`src/rtl/mul_seq_pkg.sv`:
```
// Shared types and constants for the multiplier self-test sequencer.
// The LFSR step function is shared by the vector generator and the optional MISR.
package mul_seq_pkg;

   typedef enum logic [2:0] {
      S_IDLE,
      S_LOAD,
      S_DRIVE,
      S_SETTLE,
      S_CHECK,
      S_FINISH
   } seqState_e;

   localparam logic [31:0] LFSR_POLY         = 32'h8020_0003;
   localparam logic [31:0] LFSR_NONZERO_SEED = 32'h0000_0001;
   localparam logic [31:0] MISR_INIT         = 32'h0000_0000;

   // Galois right-shift step: the bit shifted out folds the tap mask back in.
   function automatic logic [31:0] lfsrNext(input logic [31:0] s);
      return {1'b0, s[31:1]} ^ (s[0] ? LFSR_POLY : 32'h0);
   endfunction

endpackage

```
`src/rtl/mul_seq_lfsr.sv`:
```
// 32-bit Galois LFSR with parallel load and an optional data input folded into
// each step, so the same block serves as the vector generator and as a MISR.
module mul_seq_lfsr
   import mul_seq_pkg::*;
(
   input  logic        clk_i,
   input  logic        rst_i,
   input  logic        load_i,
   input  logic        en_i,
   input  logic [31:0] seed_i,
   input  logic [31:0] data_i,
   output logic [31:0] state_o
);

   logic [31:0] state_q;
   logic [31:0] state_d;

   // Load has priority over a step so a fresh run always starts from its seed.
   always_comb begin
      state_d = state_q;
      if (load_i) begin
         state_d = seed_i;
      end else if (en_i) begin
         state_d = lfsrNext(state_q) ^ data_i;
      end
   end

   always_ff @(posedge clk_i) begin
      if (rst_i) begin
         state_q <= 32'h0;
      end else begin
         state_q <= state_d;
      end
   end

   assign state_o = state_q;

endmodule

```
`src/rtl/mul_test_sequencer.sv`:
```
// Self-test sequencer for a 16x16 unsigned multiplier: LFSR vectors, golden
// compare, mismatch count and first-fail capture. MUL_SEQ_MISR_EN adds a MISR signature.
module mul_test_sequencer
   import mul_seq_pkg::*;
#(
   parameter int SETTLE_CYC = 4,
   parameter int CNT_W      = 16
) (
   input  logic             clk_i,
   input  logic             rst_i,
   input  logic             start_i,
   input  logic [31:0]      seed_i,
   input  logic [CNT_W-1:0] num_vectors_i,
   output logic [31:0]      dut_in_o,
   input  logic [31:0]      dut_out_i,
   output logic             busy_o,
   output logic             done_o,
   output logic [CNT_W-1:0] vec_idx_o,
   output logic [CNT_W-1:0] mismatch_cnt_o,
   output logic             fail_flag_o,
   output logic [31:0]      first_fail_in_o,
   output logic [31:0]      first_fail_out_o
`ifdef MUL_SEQ_MISR_EN
   ,
   output logic [31:0]      signature_o
`endif
);

   localparam int SW = (SETTLE_CYC > 1) ? $clog2(SETTLE_CYC) : 1;

   seqState_e        state_q, state_d;
   logic [31:0]      seed_q, seed_d;
   logic [CNT_W-1:0] nvec_q, nvec_d;
   logic [31:0]      dutIn_q, dutIn_d;
   logic [CNT_W-1:0] vecIdx_q, vecIdx_d;
   logic [CNT_W-1:0] mismatchCnt_q, mismatchCnt_d;
   logic             failFlag_q, failFlag_d;
   logic [31:0]      firstFailIn_q, firstFailIn_d;
   logic [31:0]      firstFailOut_q, firstFailOut_d;
   logic [SW-1:0]    settleCnt_q, settleCnt_d;

   logic             lfsrLoad;
   logic             lfsrEn;
   logic             runClear;
   logic [31:0]      lfsrSeed;
   logic [31:0]      lfsrState;
   logic [31:0]      expected;

   // A zero seed would lock the LFSR, so it is replaced by a fixed nonzero one.
   assign lfsrSeed = (seed_q == 32'h0) ? LFSR_NONZERO_SEED : seed_q;
   assign expected = dutIn_q[31:16] * dutIn_q[15:0];

   mul_seq_lfsr u_lfsr (
      .clk_i   (clk_i),
      .rst_i   (rst_i),
      .load_i  (lfsrLoad),
      .en_i    (lfsrEn),
      .seed_i  (lfsrSeed),
      .data_i  (32'h0),
      .state_o (lfsrState)
   );

   always_ff @(posedge clk_i) begin
      if (rst_i) begin
         state_q <= S_IDLE;
      end else begin
         state_q <= state_d;
      end
   end

   // Next-state and datapath: every register holds unless its state touches it.
   always_comb begin
      state_d        = state_q;
      seed_d         = seed_q;
      nvec_d         = nvec_q;
      dutIn_d        = dutIn_q;
      vecIdx_d       = vecIdx_q;
      mismatchCnt_d  = mismatchCnt_q;
      failFlag_d     = failFlag_q;
      firstFailIn_d  = firstFailIn_q;
      firstFailOut_d = firstFailOut_q;
      settleCnt_d    = settleCnt_q;
      lfsrLoad       = 1'b0;
      lfsrEn         = 1'b0;
      runClear       = 1'b0;

      case (state_q)
         S_IDLE, S_FINISH: begin
            if (start_i) begin
               runClear       = 1'b1;
               seed_d         = seed_i;
               nvec_d         = num_vectors_i;
               vecIdx_d       = '0;
               mismatchCnt_d  = '0;
               failFlag_d     = 1'b0;
               firstFailIn_d  = 32'h0;
               firstFailOut_d = 32'h0;
               state_d        = S_LOAD;
            end
         end
         S_LOAD: begin
            lfsrLoad = 1'b1;
            state_d  = (nvec_q == '0) ? S_FINISH : S_DRIVE;
         end
         S_DRIVE: begin
            dutIn_d     = lfsrState;
            settleCnt_d = '0;
            state_d     = S_SETTLE;
         end
         S_SETTLE: begin
            if (settleCnt_q == SW'(SETTLE_CYC - 1)) begin
               state_d = S_CHECK;
            end else begin
               settleCnt_d = settleCnt_q + 1'b1;
            end
         end
         S_CHECK: begin
            if (dut_out_i != expected) begin
               if (mismatchCnt_q != '1) begin
                  mismatchCnt_d = mismatchCnt_q + 1'b1;
               end
               if (!failFlag_q) begin
                  failFlag_d     = 1'b1;
                  firstFailIn_d  = dutIn_q;
                  firstFailOut_d = dut_out_i;
               end
            end
            lfsrEn   = 1'b1;
            vecIdx_d = vecIdx_q + 1'b1;
            state_d  = (vecIdx_d == nvec_q) ? S_FINISH : S_DRIVE;
         end
         default: state_d = S_IDLE;
      endcase
   end

   always_ff @(posedge clk_i) begin
      if (rst_i) begin
         seed_q         <= 32'h0;
         nvec_q         <= '0;
         dutIn_q        <= 32'h0;
         vecIdx_q       <= '0;
         mismatchCnt_q  <= '0;
         failFlag_q     <= 1'b0;
         firstFailIn_q  <= 32'h0;
         firstFailOut_q <= 32'h0;
         settleCnt_q    <= '0;
      end else begin
         seed_q         <= seed_d;
         nvec_q         <= nvec_d;
         dutIn_q        <= dutIn_d;
         vecIdx_q       <= vecIdx_d;
         mismatchCnt_q  <= mismatchCnt_d;
         failFlag_q     <= failFlag_d;
         firstFailIn_q  <= firstFailIn_d;
         firstFailOut_q <= firstFailOut_d;
         settleCnt_q    <= settleCnt_d;
      end
   end

   // An empty run never asserts busy; LOAD only counts as busy when vectors follow.
   assign busy_o = ((state_q == S_LOAD) && (nvec_q != '0)) ||
                   (state_q == S_DRIVE) || (state_q == S_SETTLE) ||
                   (state_q == S_CHECK);
   assign done_o           = (state_q == S_FINISH);
   assign dut_in_o         = dutIn_q;
   assign vec_idx_o        = vecIdx_q;
   assign mismatch_cnt_o   = mismatchCnt_q;
   assign fail_flag_o      = failFlag_q;
   assign first_fail_in_o  = firstFailIn_q;
   assign first_fail_out_o = firstFailOut_q;

`ifdef MUL_SEQ_MISR_EN
   // The MISR folds every sampled product into the signature, one step per CHECK.
   mul_seq_lfsr u_misr (
      .clk_i   (clk_i),
      .rst_i   (rst_i),
      .load_i  (runClear),
      .en_i    (state_q == S_CHECK),
      .seed_i  (MISR_INIT),
      .data_i  (dut_out_i),
      .state_o (signature_o)
   );
`else
   logic unusedRunClear;
   assign unusedRunClear = runClear;
`endif

endmodule

```
`config.mk`:
```
export PLATFORM = sky130hd
export DESIGN_NAME = mul_test_sequencer
export DESIGN_NICKNAME = d
export VERILOG_FILES = /design/src/rtl/mul_seq_pkg.sv /design/src/rtl/mul_seq_lfsr.sv /design/src/rtl/mul_test_sequencer.sv
export SDC_FILE = /design/constraint.sdc
export NUM_CORES = 1
export LEC_CHECK = 0
export CORE_MARGIN = 8
export CORE_UTILIZATION = 58
export CTS_CLUSTER_DIAMETER = 100
export DETAILED_ROUTE_END_ITERATION = 10
export PLACE_DENSITY = 0.82
export RECOVER_POWER = 100
export SYNTH_ARGS = -nofsm -noshare
export SYNTH_HDL_FRONTEND = slang
export SYNTH_SLANG_ARGS = --single-unit
```
`constraint.sdc`:
```
create_clock -name clk_i -period 8.25 [get_ports clk_i]
set_clock_uncertainty 0.05 [all_clocks]
set_input_delay 1.65 -clock clk_i [delete_from_list [all_inputs] [get_ports clk_i]]
set_output_delay 1.65 -clock clk_i [all_outputs]
set_load 0.01 [all_outputs]
```
After elaboration in Yosys (flattened, before gate mapping)
Cells that the tools add are included.
- register bits: 214
- bits of input ports: 83
- output and inout bits: 131
- word-level logic and storage cells: 78
- add/sub/neg operators: 3
- multiply operators: 1
- equal/unequal tests: 15
- multiplexer cells: 28
- bitwise logic cells: 1
- reductions and logical operators: 19
- operator list (cell ; number):
    two-way mux 32 bit ; 9
    one-hot mux 32 bit (2 select lines) ; 2
    one-hot mux 16 bit (2 select lines) ; 2
    two-way mux 16 bit ; 3
    adder 16 x 1 -> 16 bit, second input constant ; 2
    logical NOT 32 bit ; 1
    multiplier 16 x 16 -> 32 bit ; 1
    != test 32 bit ; 1
    XOR 31 x 32 -> 32 bit ; 1
    == test 16 bit ; 1
    logical NOT 16 bit ; 1
    != test 16 bit, second input constant ; 1
    nonzero test 16 bit ; 1
    one-hot mux 3 bit (5 select lines) ; 1
    two-way mux 3 bit ; 4
    != test 2 bit, second input constant ; 6
    AND reduction 2 bit ; 4
    AND reduction 4 bit ; 2
    == test 3 x 2 -> 1 bit, second input constant ; 2
    == test 3 bit, second input constant ; 2
    nonzero test 2 bit ; 3
    two-way mux 1 bit ; 4
    one-hot mux 2 bit (2 select lines) ; 1
    == test 3 x 1 -> 1 bit, second input constant ; 1
    other kinds (9) ; 11

Longest topological paths before layout
Gate-level depths: netlist (run 1).
- word-level depth: 5
- mapped depth: 28
- mapped depth without buffers: 23

Cells and area by module
Synthesis (run 1) repeated with hierarchy kept, for this count alone.
- cell total of the unflattened synthesis: 2405
- area, all modules: 19671.4 um^2
- modules (own cells, without submodules) (module ; times used ; cells an instance ; area an instance (um^2) ; seq. area each (um^2)):
    mul_test_sequencer ; 1 ; 2189 ; 17800.8 ; 3643.5
    mul_seq_lfsr ; 1 ; 216 ; 1870.5 ; 640.6

Worst setup path before layout (run 1)
OpenSTA, ideal clock, no wires.
- kind: flip-flop to flip-flop
- start: register dutIn_q[1], in the netlist dut_in_o[1]
- end: register firstFailIn_q[11], in the netlist first_fail_in_o[11]
- library setup time: 132 ps
- arrival: 6678 ps
- data required time: 8068 ps
- path slack: 1390 ps
- cell stages (with the launch flop): 25
- buffers on the path: 5
- clock period less this slack: 6860 ps
- cells stage by stage: dfxtp_1 -> clkbuf_1 -> clkbuf_1 -> nand2_1 -> fa_1 -> fa_1 -> fa_1 -> fa_1 -> fa_1 -> fa_1 -> inv_1 -> ha_1 -> buf_2 -> nand2_2 -> or4_1 -> a21oi_2 -> nor2_1 -> and3_1 -> or4_4 -> nor4_4 -> a31oi_1 -> buf_2 -> clkbuf_1 -> nand3_1 -> a21oi_1
- longest elaborated chain between the ends: 4
- RTL lines (item ; line ; source):
    from (decl) ; mul_test_sequencer.sv:34 ; logic [31:0] dutIn_q, dutIn_d;
    from (signal assigned) ; mul_test_sequencer.sv:150 ; dutIn_q <= dutIn_d;
    multiplier 16 x 16 -> 32 bit ; mul_test_sequencer.sv:51 ; assign expected = dutIn_q[31:16] * dutIn_q[15:0];
    != test 32 bit ; mul_test_sequencer.sv:118 ; if (dut_out_i != expected) begin
    != test 2 bit (no source line) ; n/a ;
    AND reduction 4 bit (no source line) ; n/a ;
    to (signal assigned) ; mul_test_sequencer.sv:154 ; firstFailIn_q <= firstFailIn_d;
    to (decl) ; mul_test_sequencer.sv:38 ; logic [31:0] firstFailIn_q, firstFailIn_d;
Every way passes these cells.
A chain may end at the register's enable or synchronous reset.

Final worst setup path (run 1)
- start: register dutIn_q[5], in the netlist dut_in_o[5]
- end: register firstFailIn_q[26], in the netlist first_fail_in_o[26]
The elaborated chain is that of the path after synthesis.

==> summary.txt, run 1 <==
Worst path max stage delay = 920 ps
Failing checks = max-capacitance violations, max-slew violations
YS warnings = 0
Leading cell type by number of instances after synthesis = nand2_1
Nets = 2,705
First-pass GRT wire length = 89,000 um
Setup ws final = 374 ps
Layout cells sized above 1 = 0.0364
Pwr dens = 155 nW/um2
Most Frequent Cell on Critical Path = fa_1
Clock root cell = clkbuf_16
Die area = 37,000 um2
Maximum vdd drop = 0.000202 V
Via count = 16,100
Required time of the critical path = 8620 ps
Remaining global-route overflow = 0
Initial core utilization = 0.589
Max-cap violations = 2
Drt drc = 0
Antenna cells = 0
CP max stage cell = dfxtp_1
Primary FF master, synth = dfxtp_1
DR WL/cell = 20.3 um
Register area share after synthesis = 0.238
Total power = 0.00327 W
Critical path peak fanout = 128
Relative slew margins = -0.349
Final TNS setup = 0 ps
CP arrival = 8250 ps
Average size of a mapped cell = 8.24 um2
Synth area leader = dfxtp_1
Post-DP HPWL = 42,400 um
Fin crit share = 0.955
Layout area overhead = 16.9%
Hold Crit Class = flop to flop
Initial antenna violation count = 0
Largest net degree at the start of global routing = 129
I/O Buffers = 213
Critical-path cell list = buf_4 -> nand2_1 -> fa_1 -> fa_1 -> fa_1 -> fa_1 -> fa_1 -> fa_1 -> inv_1 -> ha_1 -> nand2_2 -> or4_1 -> a21oi_2 -> nor2_1 -> and3_1 -> or4_4 -> nor4_4 -> a31oi_4 -> buf_12 -> nand2b_1 -> a21oi_1
Vias/cell = 5.89
Distinct cells, synth = 72
Clk pin slew, worst setup/hold paths = 60 ps
Number of H-tree levels = 1
DRT iter0 DRCs = 1,326
Clk_lat worst skew = 500 ps
Crit path kind = flop to flop
R2R setup slack = 370 ps
Crit-path leading delay family = adder cells
Inserted Clock Buffers = 23
Hold buffer count at cts = 0
Actual slew at the worst max-slew pin = 2020 ps
Post_cts resized = 0
Largest cells by area after synthesis = dfxtp_1, fa_1, nand2_1
Final ANT Viol Nets = 0
RSZ-0062 raised after global routing = false
Minimum clock period = 7880 ps
Peak Freq = 0.127 GHz
First-pass DRT Iterations = 7
Flops & latches, synth = 214
Final Max Tran Viols = 102
Dpl ws = 468 ps
Final hold vios = 0
EDFF count, synth = 0
CTS tree = built
Clock sink total = 214
Chip Width = 192 um
RD Place Congestion = 0.981
Mapped Area = 18,000 um2
Number of setup buffers added after CTS = 0
Syn_nets = 2,571
Core area = 30,600 um2
Post-Synthesis Cells = 2,187
I/O pin cnt = 214
All-Layer GR Usage = 0.299
Post-Route WL = 55,400 um
Worst setup SP type = flop
Lkg Pwr = 8.27 nW
WHS = 417 ps
Most common library cells after synthesis = nand2_1, a21oi_1, dfxtp_1, fa_1, inv_1
Asr flop ratio synth = 0
Critical path buffers and inverters = 3
Synth top area share = 0.238
Die Height = 192 um
Endpoints failing setup = 0
Deepest clock path buffer count = 3
Rows = 64
Crit end category = flop
Vias in the first global route = 17,000
Status = finished with violations
Fillers = 2,520
==> cell type report <==
class / instances / area, um2 / area share
clock inverter: 8 / 71.3 / 0.00339
timing repair buffer: 251 / 2380 / 0.113
clock buffer: 32 / 659 / 0.0313
sequential: 214 / 4280 / 0.203
tap: 396 / 495 / 0.0235
inverter: 192 / 721 / 0.0342
multi-input combinational: 1639 / 12500 / 0.591
==> worst paths after layout <==
check,start,endpoint,depth (start not counted)
max,dut_in_o[5]$_SDFFE_PP0P_,first_fail_in_o[26]$_SDFFE_PP0P_,21
min reg2reg,first_fail_out_o[24]$_SDFFE_PP0P_,first_fail_out_o[24]$_SDFFE_PP0P_,2
min,first_fail_out_o[24]$_SDFFE_PP0P_,first_fail_out_o[24]$_SDFFE_PP0P_,2
max reg2reg,dut_in_o[5]$_SDFFE_PP0P_,first_fail_in_o[26]$_SDFFE_PP0P_,21
==> worst min-delay path: stages (launching register included) <==
cell and delay (ps):
dfxtp_1 310, nand2b_1 60, a21oi_1 50
==> power by group <==
part	switching [W]	leakage [nW]	internal [W]
Clock	0.000419	0.362	0.000588
Combinational	0.000540	6.18	0.000350
Sequential	0.000216	1.74	0.00116
==> metrics by stage <==
step           cells  area [um2]   util
6_report        2732       21100  0.689
4_1_cts         2732       21100  0.690
3_3_place_gp    2692       20400  0.666
3_5_place_dp    2692       20400  0.666
5_1_grt         2732       21100  0.689
2_1_floorplan   2187       18000      -
==> flip-flops by register name, indices dropped and copies added (netlist names) <==
register	count
state_q	3
seed_q	32
mismatch_cnt_o	16
fail_flag_o	1
first_fail_in_o	32
nvec_q	16
first_fail_out_o	32
dut_in_o	32
u_lfsr.state_o	32
settleCnt_q	2
vec_idx_o	16
==> layer usage <==
metal	global-route usage	up-vias	routed length (um)
li1	-	7453	-
met3	0.0526	139	4000
met4	0.116	0	2210
met2	0.523	649	27700
met5	0	-	0
met1	0.362	7863	21500
==> layout by cell type, fill, tap and decap left out, types with 5 or more instances in the layout <==
master / instances
nand3_1: 84
nor4_1: 20
nand4_1: 15
ha_1: 107
clkinv_2: 5
o2bb2ai_1: 5
a21oi_1: 214
dfxtp_1: 214
o21ai_0: 51
inv_1: 192
and3_1: 11
buf_4: 23
clkdlybuf4s50_1: 92
clkbuf_8: 5
nand3b_1: 11
fa_1: 194
or3_1: 6
a31oi_1: 12
dlygate4sd3_1: 120
xor2_1: 36
clkbuf_1: 17
or2_2: 5
a21o_1: 12
o21a_1: 7
nand2b_1: 73
nand2_1: 367
nor2_1: 96
mux2i_1: 6
o22ai_1: 31
a211oi_1: 13
and2_1: 105
xnor2_1: 39
nor3_1: 42
clkbuf_16: 23
a22oi_1: 5
==> cells by family (layout without fill, tap and decap cells) <==
kind of cell,after synthesis,count (layout),share of synthesized area
adder cells (fa/ha/maj),301,301,0.290
AO/OA/AOI/OAI,396,396,0.129
XOR/XNOR,76,76,0.0377
multiplexers,8,8,0.00458
AND/OR/NAND/NOR,858,858,0.228
flip-flops,214,214,0.238
buffers and inverters,334,483,0.0728
No activity file was read; power rests on OpenSTA's default activity.
==> run 2: changes to the inputs <==
Settings changed: CORE_UTILIZATION 58 to 59, CTS_BUF_LIST set to sky130_fd_sc_hd__clkbuf_8, PLACE_DENSITY 0.82 to 0.84.
Clock period 8.25 ns to 7.8 ns, I/O delays scaled along.
==> summary.txt, run 2 (synthesis results as in run 1) <==
Status = finished with violations
Failing checks = max-capacitance violations, max-slew violations
First-pass DRT Iterations = 6 (-1)
Clock sink total = 214 (unchanged)
Core area = 30,300 um2 (-0.79%)
Peak Freq = 0.131 GHz (+3.6%)
Reg2Reg Launch Point = dut_in_o[2]$_SDFFE_PP0P_
Chip Width = 191 um (-0.78%)
Reg2Reg Depth = 22 (+4.8%)
CTS tree = built
Die Height = 191 um (-0.78%)
Fin crit share = 0.975 (+0.0202)
Required time of the critical path = 8120 ps (-500 ps)
Cell depth of the worst min-delay path = 2 (unchanged)
R2R setup slack = 200 ps (-180 ps)
Pwr dens = 157 nW/um2 (+1.3%)
Die area = 36,400 um2 (-1.6%)
Remaining global-route overflow = 0 (unchanged)
Non-filler cells in the finished layout = 2,759 (+0.99%)
Clock root cell = clkbuf_8
Maximum vdd drop = 0.000174 V (-14%)
I/O Buffers = 213 (unchanged)
Relative slew margins = -1.74 (-1.40)
Vias in the first global route = 16,600 (-2.1%)
Drt drc = 0 (unchanged)
All-Layer GR Usage = 0.299 (-0.000512)
Met2 GRT Util = 0.503 (-0.0207)
Antenna cells = 0 (unchanged)
Critical path peak fanout = 22 (-83%)
RSZ-0062 raised after global routing = false
Endpoints failing setup = 0 (unchanged)
Hold buffer count at cts = 0 (unchanged)
DRT iter0 DRCs = 1,348 (+1.7%)
WHS = 418 ps (+1.28 ps)
Placed cells = 2,705 (+0.48%)
Nets = 2,729 (+0.89%)
DR WL/cell = 19.9 um (-1.9%)
Worst setup SP type = flop
Actual slew at the worst max-slew pin = 4120 ps (+2090 ps)
Hold Crit Class = flop to flop
Number of H-tree levels = 2 (+1)
Crit end category = flop
I/O pin cnt = 214 (unchanged)
Final ANT Viol Nets = 0 (unchanged)
Hold EP = first_fail_out_o[17]$_SDFFE_PP0P_
Layout area overhead = 17.2%
Deepest clock path buffer count = 3 (unchanged)
Total power = 0.00332 W (+1.6%)
Commonest non-fill, non-tap cell in the layout = nand2_1
Fin util = 0.696 (+0.00747)
Initial core utilization = 0.594 (+0.00466)
Inserted Clock Buffers = 34 (+48%)
GR Util met1 = 0.363 (+0.000751)
Initial antenna violation count = 0 (unchanged)
First-pass GRT wire length = 87,800 um (-1.4%)
Busiest grt layer = met2
Post-DP HPWL = 42,700 um (+0.60%)
Critical R2R Capture = mismatch_cnt_o[5]$_SDFFE_PP0P_
Largest net degree at the start of global routing = 124 (-3.9%)
Clk pin slew, worst setup/hold paths = 60 ps (about the same)
Rows = 64 (unchanged)
Max-cap violations = 3 (+1)
Layout cells sized above 1 = 0.0571 (+0.0207)
Crit path kind = flop to flop
Minimum clock period = 7600 ps (-272 ps)
Worst min-delay path startpoint = first_fail_out_o[17]$_SDFFE_PP0P_
Vias/cell = 5.95 (+0.97%)
Most frequent cells in the layout = nand2_1, a21oi_1, inv_1, dfxtp_1, fa_1
RD Place Congestion = 0.987 (+0.52%)
Final TNS setup = 0 ps (unchanged)
Post-Route WL = 54,900 um (-0.97%)
CP arrival = 7920 ps (-330 ps)
Grt met3 use = 0.0598 (+0.00722)
Final Max Tran Viols = 202 (+98%)
Final hold vios = 0 (unchanged)
Clk_lat worst skew = 540 ps (+40 ps)
Via count = 16,400 (+2.0%)
Lkg Pwr = 8.35 nW (+0.89%)
==> run 2: area by class of cell <==
cell class	count	area, um2
multi-input combinational	1639	12500
timing repair buffer	264	2530
tap	396	495
inverter	192	721
sequential	214	4310
clock inverter	14	68.8
clock buffer	40	551
fill	2375	9220
==> run 2: worst max-delay path by stage <==
stage / startpoint / to / slack [ps] / cells past startpoint
floorplan: dut_in_o[1]$_SDFFE_PP0P_ / first_fail_in_o[11]$_SDFFE_PP0P_ / 940 / 24
detailed placement: dut_in_o[20]$_SDFFE_PP0P_ / first_fail_out_o[9]$_SDFFE_PP0P_ / 170 / 21
global placement: dut_in_o[10]$_SDFFE_PP0P_ / first_fail_in_o[6]$_SDFFE_PP0P_ / 310 / 21
CTS: dut_in_o[20]$_SDFFE_PP0P_ / first_fail_out_o[9]$_SDFFE_PP0P_ / 70 / 21
global route: dut_in_o[2]$_SDFFE_PP0P_ / first_fail_in_o[4]$_SDFFE_PP0P_ / 40 / 21
finish: dut_in_o[2]$_SDFFE_PP0P_ / mismatch_cnt_o[5]$_SDFFE_PP0P_ / 200 / 22
==> run 2: timing repair <==
| item | in CTS | in global routing |
|---|---|---|
| setup endpoints to repair | 0 | 62 |
| gates resized for setup | 0 | 20 |
| setup buffers | 0 | 0 |
==> run 2: routing by layer <==
layer  up-vias  wire length, um
met4         0             2660
li1       7509                -
met5         -                0
met1      7970            20900
met2       773            26800
met3       169             4490
==> run 2: report_power, final <==
part	internal, W	switching, W	total (W)
Sequential	0.00123	0.000208	0.00143
Clock	0.000465	0.000442	0.000907
Combinational	0.000389	0.000592	0.000980
==> run 2: critical path, stage by stage, from the launching register on <==
cell,delay [ps]
dfxtp_1,550
buf_4,250
nand2_1,90
fa_1,510
fa_1,580
fa_1,460
fa_1,590
fa_1,440
fa_1,500
inv_1,40
ha_1,350
xnor2_1,220
a211o_1,310
a22oi_1,180
mux2i_1,110
a2111oi_0,580
nand4_1,160
nor4_1,410
buf_4,220
a31oi_1,100
clkbuf_2,350
a41oi_1,320
a211oi_1,70
==> run 2: stage by stage <==
stage                     setup WS (ps)  instance area, um2
after floorplan                     940               18000
after global placement              310               20500
after detailed placement            171               20500
after CTS                          72.9               21100
after global routing               41.5               21100
final                               195               21100
